$ cat src/rtl/shift_normalizer.sv
// shift_normalizer
//   Multi-cycle count-leading-zeros / count-leading-ones unit. Finds the
//   left-shift amount that normalizes an operand using a binary search, one
//   step per clock (STEPS = log2(WIDTH) steps, data-independent latency), and
//   returns that count together with the shifted (normalized) word.
//
// Ports
//   clock       in   rising-edge clock
//   reset       in   asynchronous active-high reset; clears all state/outputs
//   start       in   request; sampled only in IDLE or DONE
//   in          in   operand, captured on the accepted start edge
//   count_ones  in   0 = count leading zeros, 1 = count leading ones
//   busy        out  high while searching (stall request)
//   done        out  one-cycle pulse, count/normalized valid
//   count       out  leading-bit count, 0..WIDTH
//   normalized  out  in << count, zero filled; 0 when count == WIDTH
module shift_normalizer #(
  parameter int WIDTH = 32
) (
  input  logic                     clock,
  input  logic                     reset,
  input  logic                     start,
  input  logic [WIDTH-1:0]         in,
  input  logic                     count_ones,
  output logic                     busy,
  output logic                     done,
  output logic [$clog2(WIDTH):0]   count,
  output logic [WIDTH-1:0]         normalized
);

  localparam int STEPS = $clog2(WIDTH);
  localparam int CW    = STEPS + 1;
  localparam int LAST  = STEPS - 1;
  localparam logic [STEPS-1:0] LAST_STEP = LAST[STEPS-1:0];
  localparam logic [CW-1:0]    WIDTH_C   = WIDTH[CW-1:0];

  typedef enum logic [1:0] {
    IDLE = 2'd0,
    SCAN = 2'd1,
    DONE = 2'd2
  } state_t;

  state_t             state_r;
  state_t             state_nxt_s;
  logic [STEPS-1:0]   step_r;
  logic [WIDTH-1:0]   work_r;
  logic [WIDTH-1:0]   norm_r;
  logic [CW-1:0]      cnt_r;
  logic               zero_r;
  logic               busy_r;
  logic               done_r;
  logic [CW-1:0]      count_r;
  logic [WIDTH-1:0]   normalized_r;

  logic               accept_s;
  logic               last_step_s;
  logic [CW-1:0]      k_s;
  logic               hit_s;
  logic [WIDTH-1:0]   operand_s;
  logic [WIDTH-1:0]   work_nxt_s;
  logic [WIDTH-1:0]   norm_nxt_s;
  logic [CW-1:0]      cnt_nxt_s;

  // True when the top k bits of w are all zero.
  function automatic logic top_clear(input logic [WIDTH-1:0] w, input logic [CW-1:0] k);
    logic [WIDTH-1:0] mask;
    mask = ~({WIDTH{1'b1}} >> k);
    return ((w & mask) == {WIDTH{1'b0}});
  endfunction

  // Handshake decode and next-state selection.
  always_comb begin
    state_nxt_s = state_r;
    accept_s    = start && ((state_r == IDLE) || (state_r == DONE));
    last_step_s = (state_r == SCAN) && (step_r == LAST_STEP);
    case (state_r)
      IDLE: begin
        if (start) state_nxt_s = SCAN;
        else       state_nxt_s = IDLE;
      end
      SCAN: begin
        if (last_step_s) state_nxt_s = DONE;
        else             state_nxt_s = SCAN;
      end
      DONE: begin
        if (start) state_nxt_s = SCAN;
        else       state_nxt_s = IDLE;
      end
      default: state_nxt_s = IDLE;
    endcase
  end

  // One binary-search step: step size halves each cycle (WIDTH/2 ... 1).
  always_comb begin
    k_s        = WIDTH_C >> (step_r + 1'b1);
    hit_s      = top_clear(work_r, k_s);
    work_nxt_s = hit_s ? (work_r << k_s) : work_r;
    norm_nxt_s = hit_s ? (norm_r << k_s) : norm_r;
    cnt_nxt_s  = hit_s ? (cnt_r + k_s) : cnt_r;
    // CLO is searched as CLZ on the inverted operand.
    operand_s  = count_ones ? ~in : in;
  end

  // FSM state register.
  always_ff @(posedge clock or posedge reset) begin
    if (reset) state_r <= IDLE;
    else       state_r <= state_nxt_s;
  end

  // Search datapath and registered outputs.
  always_ff @(posedge clock or posedge reset) begin
    if (reset) begin
      step_r       <= {STEPS{1'b0}};
      work_r       <= {WIDTH{1'b0}};
      norm_r       <= {WIDTH{1'b0}};
      cnt_r        <= {CW{1'b0}};
      zero_r       <= 1'b0;
      busy_r       <= 1'b0;
      done_r       <= 1'b0;
      count_r      <= {CW{1'b0}};
      normalized_r <= {WIDTH{1'b0}};
    end else if (accept_s) begin
      step_r <= {STEPS{1'b0}};
      work_r <= operand_s;
      norm_r <= in;
      cnt_r  <= {CW{1'b0}};
      zero_r <= (operand_s == {WIDTH{1'b0}});
      busy_r <= 1'b1;
      done_r <= 1'b0;
    end else if (state_r == SCAN) begin
      step_r <= step_r + 1'b1;
      work_r <= work_nxt_s;
      norm_r <= norm_nxt_s;
      cnt_r  <= cnt_nxt_s;
      if (last_step_s) begin
        busy_r <= 1'b0;
        done_r <= 1'b1;
        // All-zero work never sets a bit, so the search alone would stop
        // at WIDTH-1; the captured zero flag supplies the full count.
        if (zero_r) begin
          count_r      <= WIDTH_C;
          normalized_r <= {WIDTH{1'b0}};
        end else begin
          count_r      <= cnt_nxt_s;
          normalized_r <= norm_nxt_s;
        end
      end else begin
        busy_r <= 1'b1;
        done_r <= 1'b0;
      end
    end else begin
      busy_r <= 1'b0;
      done_r <= 1'b0;
    end
  end

  assign busy       = busy_r;
  assign done       = done_r;
  assign count      = count_r;
  assign normalized = normalized_r;

endmodule

$ cat config.mk
export PLATFORM = sky130hd
export DESIGN_NAME = shift_normalizer
export DESIGN_NICKNAME = d
export VERILOG_FILES = /design/src/rtl/shift_normalizer.sv
export SDC_FILE = /design/constraint.sdc
export NUM_CORES = 1
export LEC_CHECK = 0
export ABC_AREA = 1
export CORE_ASPECT_RATIO = 0.6
export CORE_MARGIN = 1
export CORE_UTILIZATION = 28
export DETAILED_ROUTE_END_ITERATION = 7
export PLACE_DENSITY = 0.45
export SYNTH_ARGS = -nofsm -noshare
export SYNTH_HDL_FRONTEND = slang
export SYNTH_SLANG_ARGS = --single-unit
$ cat constraint.sdc
create_clock -name clock -period 5.4 [get_ports clock]
set_input_delay 0.81 -clock clock [delete_from_list [all_inputs] [get_ports clock]]
set_output_delay 0.81 -clock clock [all_outputs]
set_load 0.005 [all_outputs]
==> impl_metrics.toml, run 1 <==
[clock_network]
cts_buffers = 17
post_cts_buffers = 0
clockBufferDepth = 2
cts-htree-levels = 4
cts-root-buf = "clkbuf_16"
cts_tree = "yes"
path_clk_slew_ps = 60
cts_sinks = 118
cts_hold_buf = 0
cts_resized = 0
clk_latency_ps = 460

[grt]
grt_pass1_vias = 10200
grt_overflow_total = 0
grt_antenna_before_repair = 1
grt_use_met3_pct = 7.98
use_met1_pct = 40.6
grtUsageTotal_pct = 25.0
grt_max_degree = 72
grt-busiest-layer = "met1"
grt_pass1_wl_um = 66500
met2_usage_pct = 30.0

[run]
cap_viol_max_count = 0

[cells_and_area]
syn_to_final_growth_pct = 17.5
drive_gt1_share_pct = 5.73
nets = 1703
n_fill_cell = 3840
multi_input_area_sq_mm = 0.00605
register_area_sq_mm = 0.00295

[die]
io_pins = 76
die_w_um = 244
rows = 52
coreArea_sq_mm = 0.0341
die-area_sq_mm = 0.0358
die_h_um = 147
start_util_pct = 28.8

[critical_path]
startpoint = "step_r[0]$_DFFE_PP0N_"
end_kind = "flop"
worst_path_dominant_cell_family = "simple AND/OR/NAND/NOR gates"
crit_path_max_fanout = 34
arrival_ps = 4630
crit_top_cell = "nand2_1"
path_cells = "clkinv_1, ha_1, inv_2, nand2_1, nand3b_1, nor2_4, nand2_1, nand2_1, inv_1, ha_1, inv_1, nand2_1, nand3_1, o211ai_1, nand2_1, nand2_1, nand2_1, o21ai_0, o21ai_0"
max_stage_delay_ps = 800
critPathBufInv = 4
worstReg2RegStart = "step_r[0]$_DFFE_PP0N_"
critPathKind = "flop to flop"
critPathLaunchType = "flop"
critPathRequiredTime_ps = 5760
slowest_stage = "nor2_4"

[route]
via_count = 11200
first_pass_iters = 8
drt_wl_total_um = 44500
remaining_drc_errors = 0
detail-route-antenna-nets = 0
wl_per_cell_um = 20.9
drtIter0Drc = 1350
via_per_inst = 5.25

[timing]
period_share_pct = 79.0
setup_viol = 0
tightest_slew_ps = 990
max_freq_mhz = 234
hold_viol = 0
slew_violations = 0
fin_setup_tns_ps = 0
fin_crit_ps = 4260
fin_skew_ps = 14.7
slew_headroom_pct = 34.0
rsz0062_at_grt = "false"

[yosys]
yosysMostFrequentCell = "nand2_1"
mappedNetlistArea_sq_mm = 0.00981
synth_top_area_cell = "dfrtp_1"
ys_ff_latch = 118
ys_top_cells_by_area = "dfrtp_1 (30%), nand2_1 (26%), nand3_1 (15%)"
yosysWarnings = 0
synth-async-reset-ratio_pct = 100
yosysUniqueCellTypes = 40
synthCells = 1632
seq_area_frac_synth_pct = 30.1
synth_flop_cell = "dfrtp_1"
avgSynthCellArea_sq_um = 6.01
syn_nets = 1674
synthTopCellsByCount = "nand2_1 (684), nand3_1 (286), dfrtp_1 (118)"
yosysTopAreaCellShare_pct = 30.1
synth_edf_count = 0

[worst_hold_path]
hp-start = "normalized[3]$_DFFE_PP0P_"
hold_class = "flop to flop"

[placed_design]
gp_congestion = 0.951
portBuffers = 75
hpwl_um = 33300

[run_status]
outcome = "complete, no violations"
## per-layer routing
layer / part of all wire [%] / vias up
li1: - / 5353
met1: 52 / 5314
met2: 36 / 506
met3: 11 / 35
met4: 1.3 / 0
met5: 0 / -
## registers in the layout, summed over array words and instances, names as in the netlist
register,count
count,6
step_r,5
done,1
state_r,2
zero_r,1
busy,1
norm_r,32
cnt_r,6
work_r,32
normalized,32
## cell usage in the layout (no fill, tap or decap), types with 2 or more instances in the layout
cell             count
ha_1                 6
o211ai_1            15
nand2_2              8
clkdlybuf4s50_1     74
dfrtp_1            118
inv_6                5
nor2_4               6
nor2_2               5
nand2_1            683
nand4_1             19
inv_1               90
xor2_1              35
clkinv_1             2
buf_4               29
inv_2                6
o41ai_1              4
or2_2                2
o31ai_1              2
a21oi_1              9
nand3_1            286
nor4_1               8
clkbuf_16           17
nor2_1             102
clkinvlp_4           3
nand3b_1            15
inv_4                2
mux2i_1              2
clkinv_4             3
o21bai_1             3
o22ai_1              8
nor3_1               2
o21ai_1             24
o21ai_0             67
## path summary, 6_finish.rpt
| check | to | slack [ps] | cells after the start |
|---|---|---|---|
| worst max-delay path | count[4]$_DFFE_PP0P_ | 1140 | 19 |
| min in group asynchronous | normalized[1]$_DFFE_PP0P_ | 930 | 2 |
| worst max register to register | count[4]$_DFFE_PP0P_ | 1140 | 19 |
| max in group asynchronous | norm_r[16]$_DFFE_PP0N_ | 3490 | 3 |
| worst min-delay path | normalized[3]$_DFFE_PP0P_ | 480 | 2 |
| worst min register to register | normalized[3]$_DFFE_PP0P_ | 480 | 2 |
## cell families (layout without fill, tap and decap cells)
kind of cell,after synthesis,in the layout,synth area share (%)
AOI/OAI and AO/OA,136,136,7.91
DFF,118,118,30.1
xor gates and xnor gates,35,35,3.13
muxes,2,2,0.204
and+or+nand+nor,1140,1140,49.5
buffers and inverters,195,237,8.38
other,0,1,0
adders and majority gates,6,6,0.765
## per-stage QoR
stage          setup slack [ps]  std cells  hold WS, ps  area [sq um]  utilization [%]
3_5_place_dp               1220       2101          467         10900             32.1
4_1_cts                    1210       2133          485         11500             33.8
2_1_floorplan              1460       1632          452          9810                -
6_report                   1140       2134          479         11500             33.8
3_3_place_gp               1260       2101          467         10900             32.1
5_1_grt                     773       2133          505         11500             33.8
## area by class of cell
cell class / count / share of cell area (%)
multi-input combinational: 1319 / 52.5
sequential: 118 / 25.6
timing repair buffer: 105 / 8.53
tap: 459 / 4.98
clock buffer: 18 / 3.81
inverter: 100 / 3.30
clock inverter: 14 / 1.21
antenna: 1 / 0.0217
## tightest hold or removal path: stages (launching register included)
cell and delay (ps):
dfrtp_1 340, nand2_1 50, nand2_1 50
Power of run 1 is left out: the tool's default activity adds up to more than one toggle a clock period on the data nets, which glitch-free logic cannot reach.
==> run 2, diff against run 1 <==
==> constraint.sdc (replaced) <==
create_clock -name clock -period 4.07 [get_ports clock]
set_input_delay 0.6105 -clock clock [delete_from_list [all_inputs] [get_ports clock]]
set_output_delay 0.6105 -clock clock [all_outputs]
set_load 0.005 [all_outputs]
==> run 2 against run 1 <==
Effect of this change: critical path depth fell by 6; cell area increased by 1.1%; wire length shrank 1.5%; worst hold slack lost 1.5 ps.
==> impl_metrics.toml, run 2 (synthesized netlist as in run 1, its figures left out) <==
[route]
remaining_drc_errors = 0
drt_wl_total_um = 43900
via_per_inst = 5.28
drtIter0Drc = 1405
wl_per_cell_um = 20.5
first_pass_iters = 6
detail-route-antenna-nets = 0
via_count = 11300

[cells_and_area]
drive_gt1_share_pct = 6.01
mostFrequentLayoutCell = "nand2_1"
layout_common_cells = "nand2_1 (683), nand3_1 (286), dfrtp_1 (118)"
layout.cells.non_filler = 2139
finalInstanceArea_sq_mm = 0.0117
multi_input_area_sq_mm = 0.00605
syn_to_final_growth_pct = 18.8
num_antenna_cells = 0
register_area_sq_mm = 0.00295
nets = 1709
n_fill_cell = 3799

[grt]
grt_pass1_wl_um = 66500
grt_pass1_vias = 10300
grtUsageTotal_pct = 24.9
grt_antenna_before_repair = 0
grt_max_degree = 59
grt_overflow_total = 0

[critical_path]
critPathKind = "flop to flop"
end_kind = "flop"
ff2ff_path_depth = 13
critPathLaunchType = "flop"
arrival_ps = 4300
r2r_slack_ps = 150
crit_path_max_fanout = 20
critPathRequiredTime_ps = 4450
r2r_end = "work_r[13]$_DFFE_PP0P_"
worstReg2RegStart = "step_r[0]$_DFFE_PP0N_"

[die]
die-area_sq_mm = 0.0358
die_w_um = 244
die_h_um = 147
io_pins = 76
coreArea_sq_mm = 0.0341
start_util_pct = 28.8
rows = 52

[timing]
setup_viol = 0
slew_headroom_pct = 44.6
rsz0062_at_grt = "true"
fin_crit_ps = 3920
slew_violations = 0
period_share_pct = 96.3
max_freq_mhz = 255
fin_ws_ps = 152
fin_skew_ps = 16.4
tightest_slew_ps = 831
hold_viol = 0

[placed_design]
portBuffers = 75
place_ws_ps = 342
hpwl_um = 33500
dpl_cell_area_sq_mm = 0.0110
gp_congestion = 0.965
dpl.cell_count = 2107

[clock_network]
cts_sinks = 118
cts_hold_buf = 0
cts_buffers = 17
cts_resized = 0
path_clk_slew_ps = 70
cts-htree-levels = 4
cts-root-buf = "clkbuf_16"
post_cts_buffers = 0
clk_latency_ps = 450
clockBufferDepth = 2
cts_tree = "yes"

[run]
cap_viol_max_count = 0

[worst_hold_path]
hp-start = "normalized[14]$_DFFE_PP0P_"
whs_path_depth = 2
holdPathEnd = "normalized[14]$_DFFE_PP0P_"
hold_class = "flop to flop"

[run_status]
outcome = "complete, no violations"
[run 2: how the worst max path moves through the flow]
stage | startpoint | endpoint | slack, ps
floorplan | reset | busy$_DFF_PP0_ | 330
global placement | step_r[0]$_DFFE_PP0N_ | normalized[22]$_DFFE_PP0P_ | 380
detailed placement | step_r[0]$_DFFE_PP0N_ | normalized[22]$_DFFE_PP0P_ | 340
CTS | step_r[0]$_DFFE_PP0N_ | normalized[22]$_DFFE_PP0P_ | 290
global route | step_r[0]$_DFFE_PP0N_ | normalized[22]$_DFFE_PP0P_ | -20
finish | step_r[0]$_DFFE_PP0N_ | work_r[13]$_DFFE_PP0P_ | 150
[run 2: worst max-delay path: stages (launching register included)]
cell     delay, ps
dfrtp_1        600
ha_1           320
inv_1           60
nand2_1         70
nand2_2        100
nand3_2        130
nor2_4          70
nand2_2        420
inv_2          260
nor2_1         680
inv_1          260
nor2_4         410
nand3_1        300
nand3_1        140
[run 2: metal layers]
layer,global-route usage (%),vias to the layer above,share of wire [%]
li1,-,5363,-
met1,40.4,5376,52
met2,29.9,516,36
met3,8.49,29,11
met4,5.19,0,1.1
met5,0,-,0
[run 2: cell type report]
type                            instances  share of cell area, %
Clock buffer                           18                   3.68
Inverter                              100                   3.26
Sequential cell                       118                   25.3
Timing Repair Buffer                  111                   9.15
Clock inverter                         14                   1.70
Tap cell                              459                   4.93
Multi-Input combinational cell       1319                   51.9
[run 2: metrics by stage]
step | TNS, ps | hold slack (ps) | utilization [%]
after floorplan | 0 | 452 | -
after global placement | 0 | 469 | 32.3
after detailed placement | 0 | 466 | 32.3
after CTS | 0 | 483 | 34.2
after global routing | -40.9 | 502 | 34.2
final | 0 | 477 | 34.2
Power of run 2 is left out for the same reason.
==> run 3, diff against run 2 <==
--- a/config.mk
+++ b/config.mk
@@ -10,7 +10,6 @@
 export CORE_MARGIN = 1
 export CORE_UTILIZATION = 28
 export DETAILED_ROUTE_END_ITERATION = 7
-export PLACE_DENSITY = 0.45
 export SYNTH_ARGS = -nofsm -noshare
 export SYNTH_HDL_FRONTEND = slang
 export SYNTH_SLANG_ARGS = --single-unit
==> run 3 against run 2 <==
Effect of this change: register-to-register slack better by 470 ps; first-iteration DRC count is 9.3% higher; via count is 1.4% higher; worst setup slack better by 470 ps; die area stayed put; non-clock buffer count is 11 higher; critical endpoint is now norm_r[4]$_DFFE_PP0N_; cell area hardly changed; critical path depth is 5 higher; flip-flop and latch count stayed put; global-route usage is 0.40 points higher; core utilization hardly changed; clock-buffer cell count is 1 higher.
==> impl_metrics.toml, run 3 (synthesized netlist as in run 1, its figures left out) <==
[critical_path]
arrival_ps = 3840
critPathKind = "flop to flop"
slowest_stage = "dfrtp_1"
critPathBufInv = 2
crit_top_cell = "nand2_1"
max_stage_delay_ps = 390
path_cells = "buf_4, ha_1, nand3_1, nand2_1, nand2_2, nor2_2, nand2_2, nand3_1, nand2_1, nand2_1, nor2_1, nand3_1, nor2_2, buf_4, nand3b_1, nand3_1, nand2_1, nand2_1"
crit_path_max_fanout = 25
critPathRequiredTime_ps = 4460
critPathLaunchType = "flop"
end_kind = "flop"
worst_path_dominant_cell_family = "simple AND/OR/NAND/NOR gates"

[die]
rows = 52
coreArea_sq_mm = 0.0341
start_util_pct = 28.8
die-area_sq_mm = 0.0358
io_pins = 76
die_h_um = 147
die_w_um = 244

[route]
detail-route-antenna-nets = 0
remaining_drc_errors = 0
first_pass_iters = 6
drtIter0Drc = 1536
via_count = 11400
via_per_inst = 5.32
drt_wl_total_um = 45000
wl_per_cell_um = 20.9

[cells_and_area]
multi_input_area_sq_mm = 0.00605
nets = 1720
mostFrequentLayoutCell = "nand2_1"
register_area_sq_mm = 0.00295
final_core_util_pct = 34.2
layout_common_cells = "nand2_1 (683), nand3_1 (286), dfrtp_1 (118)"
syn_to_final_growth_pct = 18.8
finalInstanceArea_sq_mm = 0.0117
drive_gt1_share_pct = 6.56
n_fill_cell = 3800
num_antenna_cells = 0

[timing]
slew_headroom_pct = 43.7
hold_viol = 0
rsz0062_at_grt = "false"
fin_crit_ps = 3450
fin_skew_ps = 10.6
period_share_pct = 84.8
fin_setup_tns_ps = 0
setup_viol = 0
max_freq_mhz = 290
slew_violations = 0
tightest_slew_ps = 844

[clock_network]
cts_tree = "yes"
cts_sinks = 118
cts_hold_buf = 0
clockBufferDepth = 2
cts-root-buf = "clkbuf_16"
post_cts_buffers = 0
cts_buffers = 17
cts_resized = 0
clk_latency_ps = 450
path_clk_slew_ps = 60
cts-htree-levels = 4

[run]
cap_viol_max_count = 0

[grt]
grt_max_degree = 54
grt_overflow_total = 0
grt_pass1_vias = 10500
grtUsageTotal_pct = 25.3
grt_antenna_before_repair = 0
grt_pass1_wl_um = 67200

[placed_design]
portBuffers = 75
hpwl_um = 34500
gp_congestion = 0.998
dpl_cell_area_sq_mm = 0.0111

[worst_hold_path]
hold_class = "flop to flop"

[run_status]
outcome = "complete, no violations"
[run 3: per-layer routing]
layer	track usage, %	wire, um	up-vias
li1	-	-	5385
met1	39.6	22000	5410
met2	31.3	16400	608
met3	10.4	6040	44
met4	4.47	577	0
met5	0	0	-
[run 3: final timing paths]
check | endpoint | start | slack [ps] | depth (start not counted)
min reg2reg | normalized[22]$_DFFE_PP0P_ | normalized[22]$_DFFE_PP0P_ | 480 | 2
max in group asynchronous | work_r[26]$_DFFE_PP0P_ | reset | 2660 | 3
max | norm_r[4]$_DFFE_PP0N_ | step_r[0]$_DFFE_PP0N_ | 620 | 18
max reg2reg | norm_r[4]$_DFFE_PP0N_ | step_r[0]$_DFFE_PP0N_ | 620 | 18
min in group asynchronous | normalized[4]$_DFFE_PP0P_ | reset | 620 | 2
min | normalized[22]$_DFFE_PP0P_ | normalized[22]$_DFFE_PP0P_ | 480 | 2
[run 3: stage by stage]
stage	cells	worst slack [ps]	hold slack, ps
after floorplan	1632	330	452
after CTS	2150	737	481
after global placement	2118	675	464
final	2150	617	477
after global routing	2150	366	496
after detailed placement	2118	760	465
[run 3: area by class of cell]
| class | count | area share [%] |
|---|---|---|
| tap | 459 | 4.93 |
| timing repair buffer | 122 | 9.97 |
| clock buffer | 19 | 3.72 |
| sequential | 118 | 25.3 |
| clock inverter | 13 | 0.881 |
| inverter | 100 | 3.26 |
| multi-input combinational | 1319 | 51.9 |
[run 3: tightest hold or removal path, cell delays in order, from the launching register on]
cell,delay (ps)
dfrtp_1,340
nand2_1,50
nand2_1,50
Power of run 3 is left out for the same reason.
